<file path="config.mk">
export PLATFORM = sky130hd
export DESIGN_NAME = uart_tx_seq
export DESIGN_NICKNAME = d
export VERILOG_FILES = /design/src/rtl/uart_tx_seq.sv
export SDC_FILE = /design/constraint.sdc
export NUM_CORES = 1
export LEC_CHECK = 0
export BUFFER_PORTS_ARGS = -buffer_cell sky130_fd_sc_hd__buf_2
export CORE_MARGIN = 2
export CORE_UTILIZATION = 62
export DETAILED_ROUTE_END_ITERATION = 16
export PLACE_DENSITY = 0.89
export REMOVE_ABC_BUFFERS = 1
export SETUP_SLACK_MARGIN = 0.15
export SYNTH_ARGS = -nofsm -noshare
export SYNTH_HDL_FRONTEND = slang
export SYNTH_SLANG_ARGS = --single-unit
</file>
<file path="constraint.sdc">
create_clock -name clk -period 4.8 [get_ports clk]
set_input_delay 0.24 -clock clk [delete_from_list [all_inputs] [get_ports clk]]
set_output_delay 0.24 -clock clk [all_outputs]
set_load 0.03 [all_outputs]
</file>
<file path="src/rtl/uart_tx_seq.sv">
`default_nettype none
// ============================================================================
// Module      : uart_tx_seq
// Description : UART transmitter sequencer. Accepts a DATA_W-bit payload on
//               start (while idle) and serialises it as start bit, data bits
//               LSB first, optional parity bit and one stop bit, each held for
//               CLKS_PER_BIT clock cycles. Outputs tx/busy/done are registered.
//               Build option: define UART_TX_PARITY_EN to insert a parity bit
//               (even, or odd when PARITY_ODD=1) between data and stop.
// Revision    : 1.0 - initial release
// ============================================================================
module uart_tx_seq #(
    parameter int DATA_W       = 8,
    parameter int CLKS_PER_BIT = 868,
    parameter int PARITY_ODD   = 0
) (
    input  logic              clk,
    input  logic              rst,
    input  logic              start,
    input  logic [DATA_W-1:0] data_in,
    output logic              load_en,
    output logic              busy,
    output logic              tx,
    output logic              done
);

    localparam int                 C_BIT_W     = (DATA_W > 1) ? $clog2(DATA_W) : 1;
    localparam logic [15:0]        C_BAUD_LAST = 16'(CLKS_PER_BIT - 1);
    localparam logic [C_BIT_W-1:0] C_BIT_LAST  = C_BIT_W'(DATA_W - 1);

    typedef enum logic [2:0] {
        S_IDLE   = 3'd0,
        S_START  = 3'd1,
        S_DATA   = 3'd2,
`ifdef UART_TX_PARITY_EN
        S_PARITY = 3'd3,
`endif
        S_STOP   = 3'd4
    } state_t;

    state_t              state_q, state_d;
    logic [15:0]         baud_q, baud_d;
    logic [C_BIT_W-1:0]  bit_q, bit_d;
    logic [DATA_W-1:0]   shift_q, shift_d;
    logic                tx_q, tx_d;
    logic                busy_q, busy_d;
    logic                done_q, done_d;

    logic                w_bit_end;
    logic [C_BIT_W-1:0]  w_next_bit;

    assign w_bit_end  = (baud_q == C_BAUD_LAST);
    assign w_next_bit = C_BIT_W'(bit_q + 1'b1);

`ifdef UART_TX_PARITY_EN
    logic w_parity;
    // Parity covers the captured payload; odd parity is the complement of even.
    assign w_parity = (^shift_q) ^ PARITY_ODD[0];
`else
    // Parity is not built; the polarity parameter is deliberately inert here.
    logic w_unused_parity_odd;
    assign w_unused_parity_odd = PARITY_ODD[0];
`endif

    // Capture strobe for an external holding register; reset masks it.
    assign load_en = start & (state_q == S_IDLE) & ~rst;

    assign busy = busy_q;
    assign tx   = tx_q;
    assign done = done_q;

    // State register and registered outputs; reset aborts any frame in flight.
    always_ff @(posedge clk) begin
        if (rst) begin
            state_q <= S_IDLE;
            baud_q  <= '0;
            bit_q   <= '0;
            shift_q <= '0;
            tx_q    <= 1'b1;
            busy_q  <= 1'b0;
            done_q  <= 1'b0;
        end else begin
            state_q <= state_d;
            baud_q  <= baud_d;
            bit_q   <= bit_d;
            shift_q <= shift_d;
            tx_q    <= tx_d;
            busy_q  <= busy_d;
            done_q  <= done_d;
        end
    end

    // Next-state logic; tx/busy/done are computed one edge early so the
    // registered line changes exactly on each bit boundary.
    always_comb begin
        state_d = state_q;
        baud_d  = baud_q + 16'd1;
        bit_d   = bit_q;
        shift_d = shift_q;
        tx_d    = tx_q;
        busy_d  = busy_q;
        done_d  = 1'b0;

        case (state_q)
            S_IDLE: begin
                baud_d = '0;
                bit_d  = '0;
                tx_d   = 1'b1;
                busy_d = 1'b0;
                if (start) begin
                    state_d = S_START;
                    shift_d = data_in;
                    tx_d    = 1'b0;
                    busy_d  = 1'b1;
                end
            end

            S_START: begin
                if (w_bit_end) begin
                    state_d = S_DATA;
                    baud_d  = '0;
                    bit_d   = '0;
                    tx_d    = shift_q[0];
                end
            end

            S_DATA: begin
                if (w_bit_end) begin
                    baud_d = '0;
                    if (bit_q == C_BIT_LAST) begin
`ifdef UART_TX_PARITY_EN
                        state_d = S_PARITY;
                        tx_d    = w_parity;
`else
                        state_d = S_STOP;
                        tx_d    = 1'b1;
`endif
                    end else begin
                        bit_d = w_next_bit;
                        tx_d  = shift_q[w_next_bit];
                    end
                end
            end

`ifdef UART_TX_PARITY_EN
            S_PARITY: begin
                if (w_bit_end) begin
                    state_d = S_STOP;
                    baud_d  = '0;
                    tx_d    = 1'b1;
                end
            end
`endif

            S_STOP: begin
                if (w_bit_end) begin
                    state_d = S_IDLE;
                    baud_d  = '0;
                    tx_d    = 1'b1;
                    busy_d  = 1'b0;
                    done_d  = 1'b1;
                end
            end

            default: begin
                state_d = S_IDLE;
                baud_d  = '0;
                bit_d   = '0;
                tx_d    = 1'b1;
                busy_d  = 1'b0;
            end
        endcase
    end

endmodule
`default_nettype wire

</file>
### After elaboration in Yosys (flattened, before gate mapping)

Cells that the tools add are included.

* add/subtract/negate cells: 2
* order comparisons: 1
* eq/ne operators: 11
* muxes and demuxes: 21
* bitwise logic cells: 6
* reduce and logical (&&, ||, !) cells: 10

Operator list (number)
* $mux W3: 7
* $add A16 B1 Y16 const B: 1
* $eq A16 B10 Y1 const B: 1
* $ne A2 B2 Y1 const B: 6
* $pmux W3 S4: 1
* $mux W1: 9
* $pmux W3 S3: 1
* $eq A3 B3 Y1 const B: 2
* $reduce_or A3 Y1: 2
* $reduce_and A5 Y1: 1
* $lt A3 B4 Y1 const B: 1
* $not A1 Y1: 4
* $pmux W1 S4: 1
* $reduce_and A2 Y1: 2
* $reduce_and A4 Y1: 1
* $reduce_or A2 Y1: 2
* $add A3 B1 Y3 const B: 1
* $bmux W1 S3: 1
* $eq A3 B1 Y1 const B: 1
* $eq A3 B2 Y1 const B: 1
* $logic_not A3 Y1: 1
* $pmux W1 S3: 1
* $reduce_and A3 Y1: 1
* $and A1 B1 Y1: 2

* register bits after elaboration: 33
* bits of input ports: 11
* output and inout port bits: 4
* logic and storage cells: 58

### Logic depth before layout (Yosys ltp)

* depth after elaboration: 6
* gate-level depth with buffers: 6
* gate-level depth less buffers: 6

### Worst setup path after synthesis

OpenSTA, ideal clock, no wires.

* path kind: reg-to-output
* start point: reg state_q[0]
* end point: out load_en
* data arrival time: 1.568 ns
* required time: 4.560 ns
* setup slack: 2.992 ns
* stages on the path, launching flop included: 6
* buffers on the path: 2
* cells stage by stage: dfxtp_1 -> clkbuf_1 -> nand2b_1 -> or3_1 -> clkbuf_1 -> nor2_1

* word-level cells in the longest chain between the ends: 3

RTL lines
* start, declared: line 41 `state_t state_q, state_d;`
* start signal, assigned: line 83 `state_q <= state_d;`
* $logic_not A3 Y1: line 66 `assign load_en = start & (state_q == S_IDLE) & ~rst;`
* $and A1 B1 Y1 (2 in series): line 66
* end, declared: line 21 `output logic load_en,`

No other way between the ends.

### Worst setup path after layout

* start point: reg state_q[0]
* end point: reg state_q[0]

* word-level cells in the longest chain between the ends: 3
* elaborated cells between the ends (all ways): 11
* those cells by class: eq/ne (8); mux (1); reduce/logical (2)

RTL lines
* $eq A3 B2 Y1 (tied with other cells): line 104 `case (state_q)`
* $ne A2 B2 Y1 (no source line)
* $reduce_and A5 Y1 (no source line)

Several ways; a longest one is shown, not always the timed one.
A chain may end at the register's enable or synchronous reset.

==> summary.txt <==
PwrDens = 277 mW/mm2
number of endpoints failing setup at the final stage = 0
Worst R2R Path Depth = 4
TritonCTS clock tree = done
share of post-route cells with drive strength above 1 = 0.141
die boundary height = 54.6 um
num ports = 15
GRT overflow = 0
Hold Vio Cnt, Final = 0
remaining number of nets flagged by the antenna check after routing = 0
Fin Setup TNS = 0 ns
worst hold path type = input port to flip-flop
number of hold buffers added after cts = 0
FMAX = 0.443 GHz
synthesized flop and latch total = 33
peak per-stage delay on the critical path = 1.02 ns
number of global-route vias before repair = 1146
H-Tree Level Count = 2
Clk Latency, worst-skew pair = 0.34 ns
net count reported at finish = 212
vias per cell = 5.83
wire per inst = 13.5 um
number of iterations in the first detailed-routing pass = 4
Routed WL = 3080 um
post-synth top area share = 0.416
CORE AREA = 0.00245 mm2
share of flip-flops with an asynchronous set or reset = 0
DRC violation count after routing = 0
standard-cell rows = 18
met1 GRT Util = 0.351
netlist area before placement = 0.00159 mm2
Final period util = 0.471
Cells after Synth = 183
Worst VDD drop = 265 uV
most used routing layer = met2
count of vias placed by the detailed router = 1330
average instance area after synthesis = 8.68 um2
number of instances on the worst hold path = 3
primary flip-flop cell chosen by synthesis mapping = sky130_fd_sc_hd__dfxtp_1
Worst Path Max Fanout = 17
pin count of the biggest net entering global routing = 18
destination of the worst register-to-register timing path = state_q[0]
Max-cap violations = 0
gp weighted congestion = 0.802
starting density of the core = 0.647
Slew HR = 0.166
critical path launch point = state_q[0]
clock period minus final worst setup slack = 2.26 ns
clock buffers created by TritonCTS = 5
number of inserted diodes = 0
count of distinct cell types in the synthesized netlist = 42
fraction of met3 tracks used by global routing = 0.0765
met2 track demand over resource = 0.357
Post-CTS Setup Inserts = 0
biggest area contributors in the synthesized netlist = sky130_fd_sc_hd__dfxtp_1 42%, sky130_fd_sc_hd__nand2_1 5.4%, sky130_fd_sc_hd__nor2_1 5.4%
sinks on the clock net = 33
Arr. time, crit path = 2.43 ns
buffer type at the clock tree root = sky130_fd_sc_hd__clkbuf_4
top post-synthesis cells by count = 33 x sky130_fd_sc_hd__dfxtp_1, 23 x sky130_fd_sc_hd__nand2_1, 23 x sky130_fd_sc_hd__nor2_1
DP Area = 0.00167 mm2
post-route cell area = 0.00172 mm2
Synthesis Warnings = 0
total of buffers placed on input and output ports = 14
critical path, cell by cell = nand2b_1 -> a21oi_1 -> o211ai_1 -> o22ai_1
buffers from clock root to sink, at most = 2
worst slew pin tran = 1.25 ns
Hold Crit Start = data_in[6]
part of the Yosys area used for sequential elements = 0.416
antenna violations before repair = 0
result of the run = complete, no violations
clock-pin slew on the worst setup and hold paths = 0.10 ns
CP max-delay cell = sky130_fd_sc_hd__o211ai_1
leakage power summed over all cells = 0.000593 uW
drt initial violations = 25
unrepaired setup endpoints after global routing = false
wire length of the first global-routing pass = 5200 um
Setup Crit Path Kind = flip-flop to flip-flop
die area = 0.00298 mm2
Critical Path Sink Type = flip-flop
number of gates resized after CTS = 0
chip width = 54.6 um
area leader, netlist = sky130_fd_sc_hd__dfxtp_1
overall power = 478 uW
startpoint of the lowest-slack register-to-register path = state_q[0]
number of max-slew violations in the final report = 0
cell with the most instances after synthesis = sky130_fd_sc_hd__dfxtp_1
HPWL after DPL = 2270 um
overall global routing resource usage = 0.250
CP required = 4.97 ns
Area growth, synth to finish = 8.50%
final clock skew = 0.00764 ns
number of enable-type register cells in the synthesized netlist = 0
Setup crit start kind = flip-flop
hold worst-path end = shift_q[6]
flop-to-flop setup slack = 2.54 ns
==> final cells by class <==
cell class / instances / area [um2]
multi-input cells: 134 / 863
fillers: 191 / 731
flip-flops and latches: 33 / 661
repair buffers: 14 / 70.1
clock buffers: 7 / 55.1
inverters: 10 / 37.5
well taps: 30 / 37.5
==> worst max-delay path, delay by kind of cell, from the launching register on <==
kind	cells	cell delay (ns)
and+or+nand+nor	1	0.19
DFF	1	0.53
AOI/OAI and AO/OA	3	1.37
==> cell families (layout without fill, tap and decap cells) <==
family	after synthesis	in the layout	share of synthesized area
multiplexers	3	3	0.0346
buffers and inverters	16	31	0.0409
XOR/XNOR	11	11	0.0606
AND/OR/NAND/NOR	84	84	0.293
adder cells (fa/ha/maj)	3	3	0.0236
AO/OA/AOI/OAI	33	33	0.132
flip-flops	33	33	0.416
==> placed cells by master, fill, tap and decap left out, types with 3 or more instances in the layout <==
master,n
sky130_fd_sc_hd__a21oi_1,16
sky130_fd_sc_hd__buf_2,14
sky130_fd_sc_hd__clkbuf_4,5
sky130_fd_sc_hd__dfxtp_1,33
sky130_fd_sc_hd__ha_1,3
sky130_fd_sc_hd__inv_1,10
sky130_fd_sc_hd__nand2_1,23
sky130_fd_sc_hd__nand2b_1,5
sky130_fd_sc_hd__nand3_1,5
sky130_fd_sc_hd__nand3b_1,3
sky130_fd_sc_hd__nor2_1,23
sky130_fd_sc_hd__nor3_1,5
sky130_fd_sc_hd__nor4_1,4
sky130_fd_sc_hd__o21ai_0,3
sky130_fd_sc_hd__xnor2_1,9
==> how the worst max path moves through the flow <==
stage,endpoint,slack (ns),cells past startpoint
final,state_q[0],2.54,4
after global routing,state_q[0],2.37,4
after CTS,state_q[0],2.58,4
after detailed placement,state_q[0],2.61,4
after global placement,state_q[0],2.73,4
after floorplan,state_q[0],3.03,4
==> layer usage <==
metal / part of all wire / vias to the layer above
met3: 0.056 / 9
met4: 0.018 / 0
met1: 0.47 / 608
met2: 0.46 / 40
met5: 0 / -
li1: - / 673
==> where the power goes <==
| group | switching, uW | leakage, uW | total [uW] | internal, uW |
|---|---|---|---|---|
| combinational | 21.5 | 0.000294 | 34.4 | 12.9 |
| sequential | 5.07 | 0.000268 | 285 | 280 |
| clock | 89.5 | 0.0000314 | 159 | 69.1 |
| total | 116 | 0.000593 | 478 | 362 |
==> per-stage QoR <==
step           hold WS [ns]  worst slack [ns]  std cells  utilization
2_1_floorplan         0.305              3.03        177            -
3_3_place_gp          0.440              2.73        221        0.680
3_5_place_dp          0.447              2.61        221        0.680
4_1_cts               0.120              2.58        228        0.702
5_1_grt               0.127              2.37        228        0.702
6_report              0.132              2.54        228        0.702
==> state kept, by name, summed over array words and instances, names as in the netlist <==
name and count:
bit_q 3, state_q 3, shift_q 8, baud_q 16, done 1, busy 1
tx 1
Power figures use the tool's default switching activity.
